### src/rtl/phy_rx_sync_ctrl.sv
// Receive-side comma alignment controller: hunts for COMMA, locks the byte
// boundary after BC_COUNT aligned commas, then strobes out non-comma bytes.
module phy_rx_sync_ctrl #(
    parameter logic [7:0] COMMA    = 8'hBC,
    parameter int         BC_COUNT = 4
) (
    input  logic       clk_32f,
    input  logic       reset,
    input  logic       data_in,
    input  logic       resync,
    output logic [7:0] data_out,
    output logic       valid_out,
    output logic       active,
    output logic [1:0] state
);

    typedef enum logic [1:0] {
        HUNT   = 2'd0,
        ALIGN  = 2'd1,
        ACTIVE = 2'd2
    } state_t;

    localparam logic [2:0] BC_TARGET = 3'(BC_COUNT);

    state_t     r_state;
    logic [7:0] r_shreg;
    logic [2:0] r_bit_cnt;
    logic [2:0] r_bc_cnt;
    logic [7:0] r_data_out;
    logic       r_valid;

    state_t     w_state_nxt;
    logic [7:0] w_nxt;
    logic       w_is_comma;
    logic       w_byte_done;
    logic [2:0] w_bit_cnt_nxt;
    logic [2:0] w_bc_cnt_nxt;
    logic [2:0] w_bc_inc;
    logic       w_load;
    logic       w_valid_nxt;

    // Decisions look at the byte including the bit being sampled this edge.
    assign w_nxt       = {r_shreg[6:0], data_in};
    assign w_is_comma  = (w_nxt == COMMA);
    assign w_byte_done = (r_bit_cnt == 3'd7);
    assign w_bc_inc    = r_bc_cnt + 3'd1;

    always_ff @(posedge clk_32f) begin
        if (reset) begin
            r_state    <= HUNT;
            r_shreg    <= 8'h00;
            r_bit_cnt  <= 3'd0;
            r_bc_cnt   <= 3'd0;
            r_data_out <= 8'h00;
            r_valid    <= 1'b0;
        end else begin
            r_state   <= w_state_nxt;
            r_shreg   <= w_nxt;
            r_bit_cnt <= w_bit_cnt_nxt;
            r_bc_cnt  <= w_bc_cnt_nxt;
            r_valid   <= w_valid_nxt;
            if (w_load) begin
                r_data_out <= w_nxt;
            end
        end
    end

    always_comb begin
        w_state_nxt   = r_state;
        w_bit_cnt_nxt = r_bit_cnt + 3'd1;
        w_bc_cnt_nxt  = r_bc_cnt;
        w_load        = 1'b0;
        w_valid_nxt   = 1'b0;
        if (resync) begin
            // Shift register keeps running; a comma completing here is ignored.
            w_state_nxt   = HUNT;
            w_bit_cnt_nxt = 3'd0;
            w_bc_cnt_nxt  = 3'd0;
        end else begin
            case (r_state)
                HUNT: begin
                    w_bit_cnt_nxt = 3'd0;
                    if (w_is_comma) begin
                        w_bc_cnt_nxt = 3'd1;
                        w_state_nxt  = (BC_TARGET == 3'd1) ? ACTIVE : ALIGN;
                    end
                end
                ALIGN: begin
                    if (w_byte_done) begin
                        if (w_is_comma) begin
                            w_bc_cnt_nxt = w_bc_inc;
                            if (w_bc_inc == BC_TARGET) begin
                                w_state_nxt = ACTIVE;
                            end
                        end else begin
                            w_state_nxt   = HUNT;
                            w_bc_cnt_nxt  = 3'd0;
                            w_bit_cnt_nxt = 3'd0;
                        end
                    end
                end
                ACTIVE: begin
                    if (w_byte_done) begin
                        w_load      = 1'b1;
                        w_valid_nxt = !w_is_comma;
                    end
                end
                default: begin
                    w_state_nxt   = HUNT;
                    w_bit_cnt_nxt = 3'd0;
                    w_bc_cnt_nxt  = 3'd0;
                end
            endcase
        end
    end

    always_comb begin
        state     = r_state;
        active    = (r_state == ACTIVE);
        data_out  = r_data_out;
        valid_out = r_valid;
    end

endmodule

### config.mk
export PLATFORM = sky130hd
export DESIGN_NAME = phy_rx_sync_ctrl
export DESIGN_NICKNAME = d
export VERILOG_FILES = /design/src/rtl/phy_rx_sync_ctrl.sv
export SDC_FILE = /design/constraint.sdc
export NUM_CORES = 1
export LEC_CHECK = 0
export ABC_AREA = 0
export CORE_ASPECT_RATIO = 0.6
export CORE_UTILIZATION = 45
export DETAILED_ROUTE_END_ITERATION = 12
export MAX_ROUTING_LAYER = met4
export PLACE_DENSITY = 0.72
export SLEW_MARGIN = 20
export SYNTH_ARGS = -nofsm -noshare
export SYNTH_HDL_FRONTEND = slang
export SYNTH_SLANG_ARGS = --single-unit
### constraint.sdc
create_clock -name clk_32f -period 1.5 [get_ports clk_32f]
set_input_delay 0.225 -clock clk_32f [delete_from_list [all_inputs] [get_ports clk_32f]]
set_output_delay 0.225 -clock clk_32f [all_outputs]
set_load 0.005 [all_outputs]
==> metrics.md, run 1 <==
| Metric | Value |
|---|---|
| Critical Path AT | 1.24 ns |
| Routed WL | 2200 µm |
| Yosys warnings | 0 |
| Maximum vdd drop | 0.542 mV |
| Setup crit end kind | output pin |
| Nets@finish | 145 |
| Worst-path clk slew | 0.08 ns |
| Routed length per instance | 13.8 µm |
| Post-Synth Adder-Cell Area | 9.99% |
| Fin Clk Skew | 0.00400 ns |
| Gr ovfl total | 0 |
| PortBufs | 15 |
| Main combinational cell family by area after synthesis | simple AND/OR/NAND/NOR gates |
| Worst reg2reg path depth | 7 |
| Top post-synthesis cells by area | dfxtp_1 48%, ha_1 10%, mux2i_1 9.0% |
| Synth async-reset ratio | 0% |
| Final Hold Viols | 0 |
| Largest net degree at the start of global routing | 17 |
| Worst Path Max Fanout | 2 |
| Seq cells post-synth | 24 |
| HPWL Detailed | 1560 µm |
| R2R Path End | state[1] |
| Kind of critical path | register to output pin |
| Hold_ws | 0.405 ns |
| Post-route ant nets | 0 |
| Post-synth EDFFs | 0 |
| Total CTS buffers | 3 |
| Compound-Gate Fraction of Synth Area | 10.7% |
| Mapped cell area | 1000 µm² |
| Static Leak | 0.665 nW |
| Flop2flop setup slack | 0.06 ns |
| Finished Core Util | 74.8% |
| Clk buf depth | 2 |
| TritonCTS clock tree | built |
| Cell with the most instances after synthesis | dfxtp_1 |
| WHS Path Cells | 2 |
| Post-synth top cells | 24 x dfxtp_1, 11 x nor2_1, 9 x mux2i_1, 8 x ha_1, 8 x inv_1 |
| TritonRoute pass-1 iters | 4 |
| Period utilization | 97.6% |
| Cell variety after synth | 31 |
| Die area | 2430 µm² |
| Least-Margin Pin Slew | 0.269 ns |
| Crit path time final | 1.46 ns |
| Hold Path Sink | r_shreg[0] |
| Top_reg_cell synth | dfxtp_1 |
| Vias per cell | 5.11 |
| Synth top area share | 47.9% |
| Vias in the first global route | 727 |
| Worst-skew pair later-pin latency | 0.27 ns |
| Status | finished, final reports clean |
| Post-synth top area cell | dfxtp_1 |
| Io pins | 16 |
| Core Area | 1970 µm² |
| ANT cells | 0 |
| Number of DRC markers in iteration 0 | 17 |
| Clock Tree Root | clkbuf_8 |
| MaxCap Viol Count | 0 |
| XOR/XNOR share of the synthesized area | 0.874% |
| Rows | 12 |
| Post-synthesis sequential area ratio | 47.9% |
| Antenna violations before repair | 0 |
| Post-synthesis mux area share | 8.99% |
| Finish-stage setup viols | 0 |
| Hold Startpoint | data_in |
| Area grow syn2layout | 46.8% |
| Mean Syn Cell Area | 10.3 µm² |
| Share of cells above drive strength 1 | 35.1% |
| Slew HR | 82.0% |
| Depth of the CTS H-tree | 1 |
| First-pass GRT wire length | 3500 µm |
| Die Height | 38.6 µm |
| DRC | 0 |
| Vias post-DR | 812 |
| Startpoint types | register |
| Mapped Cells | 97 |
| Syn nets | 109 |
| Simple-Gate Fraction of Synth Area | 16.5% |
| Max Fclk | 0.683 GHz |
| GP Congestion | 0.732 |
| Max Slew Vio Count | 0 |
| GRT Overall Usage | 20.9% |
| Power per cell area | 712 nW/µm² |
| Clk sink count | 24 |
| Tot Pwr | 1.05 mW |
| Worst Path Required | 1.27 ns |
| RR Startpoint | state[0] |
| Starting Density | 51.0% |
| Hold WC Path Type | primary input to register |
| Die width | 62.9 µm |
| Layout fillers | 130 |
worst max path at each step:
stage / start / endpoint / slack [ns] / cells after the start
after floorplan: state[1] / state[0] / 0.01 / 7
after global placement: data_in / state[0] / -0.34 / 5
after detailed placement: data_in / state[0] / -0.38 / 5
after CTS: r_bit_cnt[0] / r_bc_cnt[2] / 0.01 / 6
after global routing: state[1] / state[1] / -0.01 / 2
final: state[1] / state[1] / 0.04 / 2
placed cells by master, fill, tap and decap left out, drive strengths merged:
cell type,netlist,routed
a211oi,2,2
a21bo,1,1
a21oi,2,2
a221oi,1,1
a32o,1,1
and2,2,2
buf,2,19
clkbuf,1,3
clkdlybuf4s50,0,12
dfxtp,24,24
dlygate4sd2,0,2
dlymetal6s2s,0,1
ha,8,8
inv,8,8
mux2i,9,9
nand2,3,3
nand3,1,1
nand3b,1,1
nand4,1,1
nand4b,1,1
nand4bb,1,1
nor2,11,11
nor2b,7,7
nor3,1,1
nor4,1,1
o211a,1,1
o211ai,3,3
o21ai,2,2
or3,1,1
xor2,1,1
per-layer routing:
metal / GRT usage (%) / routed length, µm / vias to the layer above
li1: - / - / 404
met1: 27.7 / 1080 / 371
met2: 30.6 / 929 / 33
met3: 5.36 / 167 / 4
met4: 8.72 / 23 / 0
met5: - / 0 / -
logic make-up after synthesis:
logic type,Yosys count
buffers and inverters,11
adder cells (fa/ha/maj),8
multiplexers,9
AND/OR/NAND/NOR,31
XOR/XNOR,1
flip-flops,24
AO/OA/AOI/OAI,13
sequential cells by signal, indices dropped and copies added (netlist names):
| register | flops |
|---|---|
| valid_out | 1 |
| r_bc_cnt | 3 |
| r_bit_cnt | 3 |
| state | 2 |
| data_out | 8 |
| r_shreg | 7 |
final cells by class:
class / instances / area [µm²] / area share, %
well taps: 28 / 35.0 / 2.38
repair buffers: 34 / 305 / 20.7
clock buffers: 3 / 41.3 / 2.81
inverters: 8 / 30.0 / 2.04
multi-input cells: 62 / 569 / 38.7
flip-flops and latches: 24 / 490 / 33.3
through the flow:
| stage | std cells | area (µm²) | TNS, ns | worst slack [ns] |
|---|---|---|---|---|
| 2_1_floorplan | 97 | 1030 | 0 | 0.0138 |
| 3_3_place_gp | 151 | 1310 | -1.61 | -0.338 |
| 3_5_place_dp | 151 | 1310 | -1.89 | -0.384 |
| 4_1_cts | 158 | 1420 | 0 | 0.0141 |
| 5_1_grt | 159 | 1470 | -0.0182 | -0.0127 |
| 6_report | 159 | 1470 | 0 | 0.0356 |
power by group:
| group | switching (mW) | leakage [nW] | internal, mW |
|---|---|---|---|
| Clock | 0.193 | 0.0216 | 0.180 |
| Sequential | 0.00301 | 0.197 | 0.639 |
| Combinational | 0.0155 | 0.446 | 0.0177 |
| Total | 0.211 | 0.665 | 0.836 |
worst max-delay path, stage by stage, from the launching register on:
cell and delay, ns:
dfxtp_2 0.34, buf_4 0.12, clkdlybuf4s50_1 0.51
what timing repair did:
action / 4_1_cts / 5_1_grt
setup endpoints to repair: 5 / 6
pin swaps: 6 / 6
gates resized for setup: 10 / 12
setup buffers: 4 / 1
hold buffers: 0 / 0
Note: power is estimated with default switching activity, not from simulation.
==> run 2, diff against run 1 <==
--- a/config.mk
+++ b/config.mk
@@ -10,7 +10,7 @@
 export CORE_UTILIZATION = 45
 export DETAILED_ROUTE_END_ITERATION = 12
 export MAX_ROUTING_LAYER = met4
-export PLACE_DENSITY = 0.72
+export PLACE_DENSITY = 0.71
 export SLEW_MARGIN = 20
 export SYNTH_ARGS = -nofsm -noshare
 export SYNTH_HDL_FRONTEND = slang
==> run 2 against run 1 <==
  * Critical path depth is 2 higher
  * Worst setup slack improved by 0.0077 ns
  * Final cell count is the same
  * First-iteration DRC count increased by 88%
  * Combinational power fell by 6%
  * Clock skew is 0.0070 ns higher
  * Count of clock-buffer cells in the layout unchanged
  * Clock power increased by 50%
  * Sequential share of layout area down 0.085 points
  * Critical endpoint is now state[0]
==> metrics.md, run 2 (synthesized netlist as in run 1, its figures left out) <==
| Metric | Value |
|---|---|
| Power per cell area | 837 nW/µm² (was 712 nW/µm²) |
| Rows | 12 (unchanged) |
| Crit path setup slack, layout | 0.0432 ns (was 0.0356 ns) |
| DRC | 0 (unchanged) |
| Worst-path clk slew | 0.09 ns (was 0.08 ns) |
| Least-Margin Pin Slew | 0.254 ns (was 0.269 ns) |
| Status | finished, final reports clean (unchanged) |
| Antenna violations before repair | 0 (unchanged) |
| Flop2flop setup slack | 0.04 ns (was 0.06 ns) |
| Worst Setup Slack post-DPL | -0.387 ns (was -0.384 ns) |
| Max FFs per register | 8 (unchanged) |
| Placed Cells | 149 (was 151) |
| RR Startpoint | r_shreg[5] (was state[0]) |
| Finish-stage setup viols | 0 (unchanged) |
| Die area | 2430 µm² (unchanged) |
| Maximum vdd drop | 0.728 mV (was 0.542 mV) |
| MaxCap Viol Count | 0 (unchanged) |
| Clock Tree Root | clkbuf_8 (unchanged) |
| Die width | 62.9 µm (unchanged) |
| TritonRoute pass-1 iters | 4 (unchanged) |
| Die Height | 38.6 µm (unchanged) |
| Clk sink count | 24 (unchanged) |
| Hold Startpoint | data_in (unchanged) |
| Crit path max-delay cell type | or3_4 (was clkdlybuf4s50_1) |
| PortBufs | 15 (unchanged) |
| Startpoint types | register (unchanged) |
| Worst-path cell chain | nand4bb_4 -> or3_4 -> o211ai_2 -> mux2i_1 (was buf_4 -> clkdlybuf4s50_1) |
| Vias per cell | 4.99 (was 5.11) |
| Fin Clk Skew | 0.0110 ns (was 0.00400 ns) |
| GRT Overall Usage | 20.4% (was 20.9%) |
| Core Area | 1970 µm² (unchanged) |
| Worst Path Max Fanout | 6 (was 2) |
| RSZ-0062 raised after global routing | true |
| Hold Path Sink | r_shreg[0] (unchanged) |
| Max incr delay on CP | 0.45 ns (was 0.51 ns) |
| Crit path time final | 1.46 ns (about the same) |
| Non-filler instance count after layout | 159 (unchanged) |
| Nets@finish | 144 (was 145) |
| Setup TNS | 0 ns (unchanged) |
| Tot Pwr | 1.23 mW (was 1.05 mW) |
| WHS Path Cells | 2 (unchanged) |
| Kind of critical path | register to register (was register to output pin) |
| R2R Path End | state[0] (was state[1]) |
| Hold_buf cts | 0 (unchanged) |
| Area grow syn2layout | 47.2% (was 46.8%) |
| Max Slew Vio Count | 0 (unchanged) |
| HPWL Detailed | 1590 µm (was 1560 µm) |
| Total CTS buffers | 3 (unchanged) |
| Largest net degree at the start of global routing | 17 (unchanged) |
| ANT cells | 0 (unchanged) |
| CP startpoint | r_shreg[5] (was state[1]) |
| Slew HR | 83.1% (was 82.0%) |
| GP Congestion | 0.789 (was 0.732) |
| Max Fclk | 0.686 GHz (was 0.683 GHz) |
| Post-route ant nets | 0 (unchanged) |
| Vias post-DR | 794 (was 812) |
| Starting Density | 51.0% (unchanged) |
| Period utilization | 97.1% (was 97.6%) |
| Critical Path AT | 1.64 ns (was 1.24 ns) |
| Routed length per instance | 14.2 µm (was 13.8 µm) |
| Final Hold Viols | 0 (unchanged) |
| Worst-skew pair later-pin latency | 0.27 ns (about the same) |
| Depth of the CTS H-tree | 1 (unchanged) |
| Static Leak | 0.673 nW (was 0.665 nW) |
| TritonCTS clock tree | built (unchanged) |
| Clk buf depth | 2 (unchanged) |
| Share of cells above drive strength 1 | 33.6% (was 35.1%) |
| Worst Path Required | 1.69 ns (was 1.27 ns) |
| First-pass GRT wire length | 3460 µm (was 3500 µm) |
| Vias in the first global route | 736 (was 727) |
| Most common cell after layout, fill and taps aside | dfxtp_1 |
| Layout fillers | 155 (was 130) |
| Worst reg2reg path depth | 4 (was 7) |
| Most frequent cells in the layout | 18 x dfxtp_1, 17 x buf_4, 12 x clkdlybuf4s50_1 (was 18 x dfxtp_1, 18 x buf_4, 12 x clkdlybuf4s50_1) |
| Worst Path Buf+Inv | 0 (was 2) |
| Io pins | 16 (unchanged) |
| Gr ovfl total | 0 (unchanged) |
| Setup crit end kind | register (was output pin) |
| Number of DRC markers in iteration 0 | 32 (was 17) |
| Hold WC Path Type | primary input to register (unchanged) |
| Routed WL | 2250 µm (was 2200 µm) |
| CP top delay family | simple AND/OR/NAND/NOR gates (was buffers and inverters) |
-- run 2: cell count changes in the layout (fill, tap and decap cells not counted), sizes merged --
cell and change:
bufinv +1, buf -1
-- run 2: per-stage QoR --
step	utilization [%]	instance area, µm²	hold slack [ns]
finish	75.0	1480	0.354
global route	75.0	1480	0.374
CTS	72.8	1430	0.349
detailed placement	65.9	1300	0.440
global placement	65.9	1300	0.434
floorplan	-	1030	0.297
-- run 2: how the worst max path moves through the flow --
stage,cells after the start,end,slack (ns)
final,4,state[0],0.04
after global routing,4,r_bit_cnt[2],-0.02
after CTS,2,state[0],0.0006
after detailed placement,5,state[0],-0.39
after global placement,5,state[0],-0.34
after floorplan,7,state[0],0.01
-- run 2: report_power, final --
part | total (mW) | internal (mW) | switching (mW)
Combinational | 0.0314 | 0.0161 | 0.0153
Sequential | 0.642 | 0.639 | 0.00303
Clock | 0.561 | 0.357 | 0.204
Total | 1.23 | 1.01 | 0.223
-- run 2: layout make-up --
class / count / area (µm²) / area share (%)
clock buffers: 3 / 41.3 / 2.80
clock inverters: 1 / 30.0 / 2.04
inverters: 8 / 30.0 / 2.04
multi-input cells: 62 / 551 / 37.3
flip-flops and latches: 24 / 490 / 33.2
well taps: 28 / 35.0 / 2.37
repair buffers: 33 / 298 / 20.2
-- run 2: what timing repair did --
| item | CTS | global route |
|---|---|---|
| endpoints found under the hold margin | 0 | 0 |
| pin swaps | 4 | 3 |
| resized for setup | 8 | 12 |
| gates cloned | 0 | 0 |
| endpoints found under the setup margin | 5 | 6 |
| setup buffers | 4 | 2 |
-- run 2: worst reg2reg max path, stage by stage, from the launching register on --
cell	delay [ns]
dfxtp_1	0.32
nand4bb_4	0.23
or3_4	0.45
o211ai_2	0.19
mux2i_1	0.19
-- run 2: layer usage --
| layer | wire, µm | vias to the layer above | track usage (%) | part of all wire, % |
|---|---|---|---|---|
| li1 | - | 403 | - | - |
| met1 | 1170 | 371 | 26.5 | 52 |
| met2 | 1000 | 20 | 33.6 | 44 |
| met3 | 83 | 0 | 6.25 | 3.7 |
| met4 | 0 | 0 | 0 | 0 |
| met5 | 0 | - | - | 0 |
==> run 3, diff against run 2 <==
--- a/config.mk
+++ b/config.mk
@@ -9,8 +9,9 @@
 export CORE_ASPECT_RATIO = 0.6
 export CORE_UTILIZATION = 45
 export DETAILED_ROUTE_END_ITERATION = 12
+export DONT_BUFFER_PORTS = 1
 export MAX_ROUTING_LAYER = met4
-export PLACE_DENSITY = 0.71
+export PLACE_DENSITY = 0.61
 export SLEW_MARGIN = 20
 export SYNTH_ARGS = -nofsm -noshare
 export SYNTH_HDL_FRONTEND = slang
==> run 3 against run 2 <==
  * First-iteration DRC count grew 13%
  * Worst setup slack gained 0.0045 ns
  * Sequential power is essentially flat
  * Clock power shrank 23%
  * Cell area shrank 14%
  * Die area is the same
  * Clock skew shrank 0.0046 ns
  * Critical path type unchanged
  * Largest cell class unchanged
  * Largest power group unchanged
==> metrics.md, run 3 (synthesized netlist as in run 1, its figures left out) <==
| Metric | Value |
|---|---|
| Status | finished, final reports clean (unchanged) |
| Flop2flop setup slack | 0.05 ns (was 0.04 ns) |
| Power per cell area | 859 nW/µm² (was 837 nW/µm²) |
| Starting Density | 51.0% (unchanged) |
| Hold_buf cts | 0 (unchanged) |
| Vias per cell | 5.09 (was 4.99) |
| Worst Path Max Fanout | 5 (was 6) |
| Most common cell after layout, fill and taps aside | dfxtp_1 (unchanged) |
| Worst-path clk slew | 0.08 ns (was 0.09 ns) |
| Post-route ant nets | 0 (unchanged) |
| Die width | 62.9 µm (unchanged) |
| MaxCap Viol Count | 0 (unchanged) |
| Max Fclk | 0.689 GHz (was 0.686 GHz) |
| Finished Core Util | 64.7% (was 75.0%) |
| Worst Path Required | 1.66 ns (was 1.69 ns) |
| Routed length per instance | 14.0 µm (was 14.2 µm) |
| Number of DRC markers in iteration 0 | 36 (was 32) |
| Placed Cells | 134 (was 149) |
| Area grow syn2layout | 27.0% (was 47.2%) |
| Layout fillers | 164 (was 155) |
| Hold WC Path Type | primary input to register (unchanged) |
| Kind of critical path | register to register (unchanged) |
| Total CTS buffers | 3 (unchanged) |
| Slew HR | 81.2% (was 83.1%) |
| Max FFs per register | 8 (unchanged) |
| Largest net degree at the start of global routing | 18 (was 17) |
| Share of cells above drive strength 1 | 33.6% (about the same) |
| GP Congestion | 0.738 (was 0.789) |
| DRC | 0 (unchanged) |
| ANT cells | 0 (unchanged) |
| Static Leak | 0.577 nW (was 0.673 nW) |
| Die area | 2430 µm² (unchanged) |
| Nets@finish | 126 (was 144) |
| Most frequent cells in the layout | 19 x dfxtp_1, 14 x buf_4, 11 x nor2_1 (was 18 x dfxtp_1, 17 x buf_4, 12 x clkdlybuf4s50_1) |
| TritonRoute pass-1 iters | 4 (unchanged) |
| Core Area | 1970 µm² (unchanged) |
| Depth of the CTS H-tree | 1 (unchanged) |
| Fin Clk Skew | 0.00638 ns (was 0.0110 ns) |
| Gr ovfl total | 0 (unchanged) |
| TritonCTS clock tree | built (unchanged) |
| Routed WL | 1970 µm (was 2250 µm) |
| Hold_ws | 0.0117 ns (was 0.354 ns) |
| Vias in the first global route | 657 (was 736) |
| Maximum vdd drop | 0.538 mV (was 0.728 mV) |
| First-pass GRT wire length | 3020 µm (was 3460 µm) |
| Clk buf depth | 2 (unchanged) |
| Antenna violations before repair | 0 (unchanged) |
| Setup crit end kind | register (unchanged) |
| Register Area | 487 µm² (was 490 µm²) |
| Worst-skew pair later-pin latency | 0.27 ns (about the same) |
| Finish-stage setup viols | 0 (unchanged) |
| Area of the multi-input gates | 541 µm² (was 551 µm²) |
| Startpoint types | register (unchanged) |
| Critical Path AT | 1.61 ns (was 1.64 ns) |
| RSZ-0062 raised after global routing | true (unchanged) |
| HPWL Detailed | 1440 µm (was 1590 µm) |
| Crit path time final | 1.45 ns (was 1.46 ns) |
| Clock Tree Root | clkbuf_8 (unchanged) |
| Rows | 12 (unchanged) |
| Non-filler instance count after layout | 141 (was 159) |
| Period utilization | 96.8% (was 97.1%) |
| Vias post-DR | 718 (was 794) |
| Clk sink count | 24 (unchanged) |
| Max Slew Vio Count | 0 (unchanged) |
| GRT Overall Usage | 18.4% (was 20.4%) |
| Least-Margin Pin Slew | 0.282 ns (was 0.254 ns) |
| Die Height | 38.6 µm (unchanged) |
| PortBufs | 0 (was 15) |
| Io pins | 16 (unchanged) |
| Final Hold Viols | 0 (unchanged) |
| Setup TNS | 0 ns (unchanged) |
==> run 3: through the flow <==
| stage | worst slack (ns) | cell area (µm²) | total power [mW] |
|---|---|---|---|
| after floorplan | 0.0138 | 1030 | 0.669 |
| after global placement | 0.0237 | 1150 | 0.672 |
| after detailed placement | -0.0290 | 1150 | 0.672 |
| after CTS | 0.00917 | 1210 | 1.10 |
| after global routing | -0.0278 | 1270 | 1.12 |
| final | 0.0477 | 1270 | 1.09 |
==> run 3: final cells by class <==
| type | count | share of cell area, % |
|---|---|---|
| well taps | 28 | 2.75 |
| multi-input cells | 62 | 42.5 |
| repair buffers | 15 | 9.83 |
| clock buffers | 4 | 4.33 |
| inverters | 8 | 2.36 |
| flip-flops and latches | 24 | 38.2 |
==> run 3: worst paths after layout <==
path / startpoint / end / cells after the start
worst min register to register: r_bit_cnt[0] / r_bit_cnt[0] / 1
worst max-delay path: r_shreg[5] / r_bc_cnt[2] / 5
worst max register to register: r_shreg[5] / r_bc_cnt[2] / 5
worst min-delay path: reset / r_shreg[5] / 1
==> run 3: power by group <==
part	total [mW]	internal, mW	switching (mW)
logic	0.0157	0.00886	0.00684
registers	0.643	0.641	0.00284
clock network	0.434	0.234	0.200
total	1.09	0.884	0.209
==> run 3: critical path: stages, from the launching register on <==
cell	delay, ns
dfxtp_2	0.33
nand4bb_4	0.20
buf_4	0.16
o21ai_2	0.26
o211ai_2	0.12
a32o_2	0.27
==> run 3: what timing repair did <==
action                                  4_1_cts  5_1_grt
gates cloned                                  0        0
pin swaps                                     0        3
gates resized for setup                       1        9
endpoints found under the setup margin        3        5
buffers inserted                              0        3
==> run 3: routing by layer <==
| layer | routed length (µm) | vias up | track usage, % |
|---|---|---|---|
| met5 | 0 | - | - |
| met4 | 21 | 0 | 6.98 |
| met3 | 148 | 4 | 8.63 |
| met2 | 792 | 15 | 26.6 |
| met1 | 1010 | 334 | 22.4 |
| li1 | - | 365 | - |
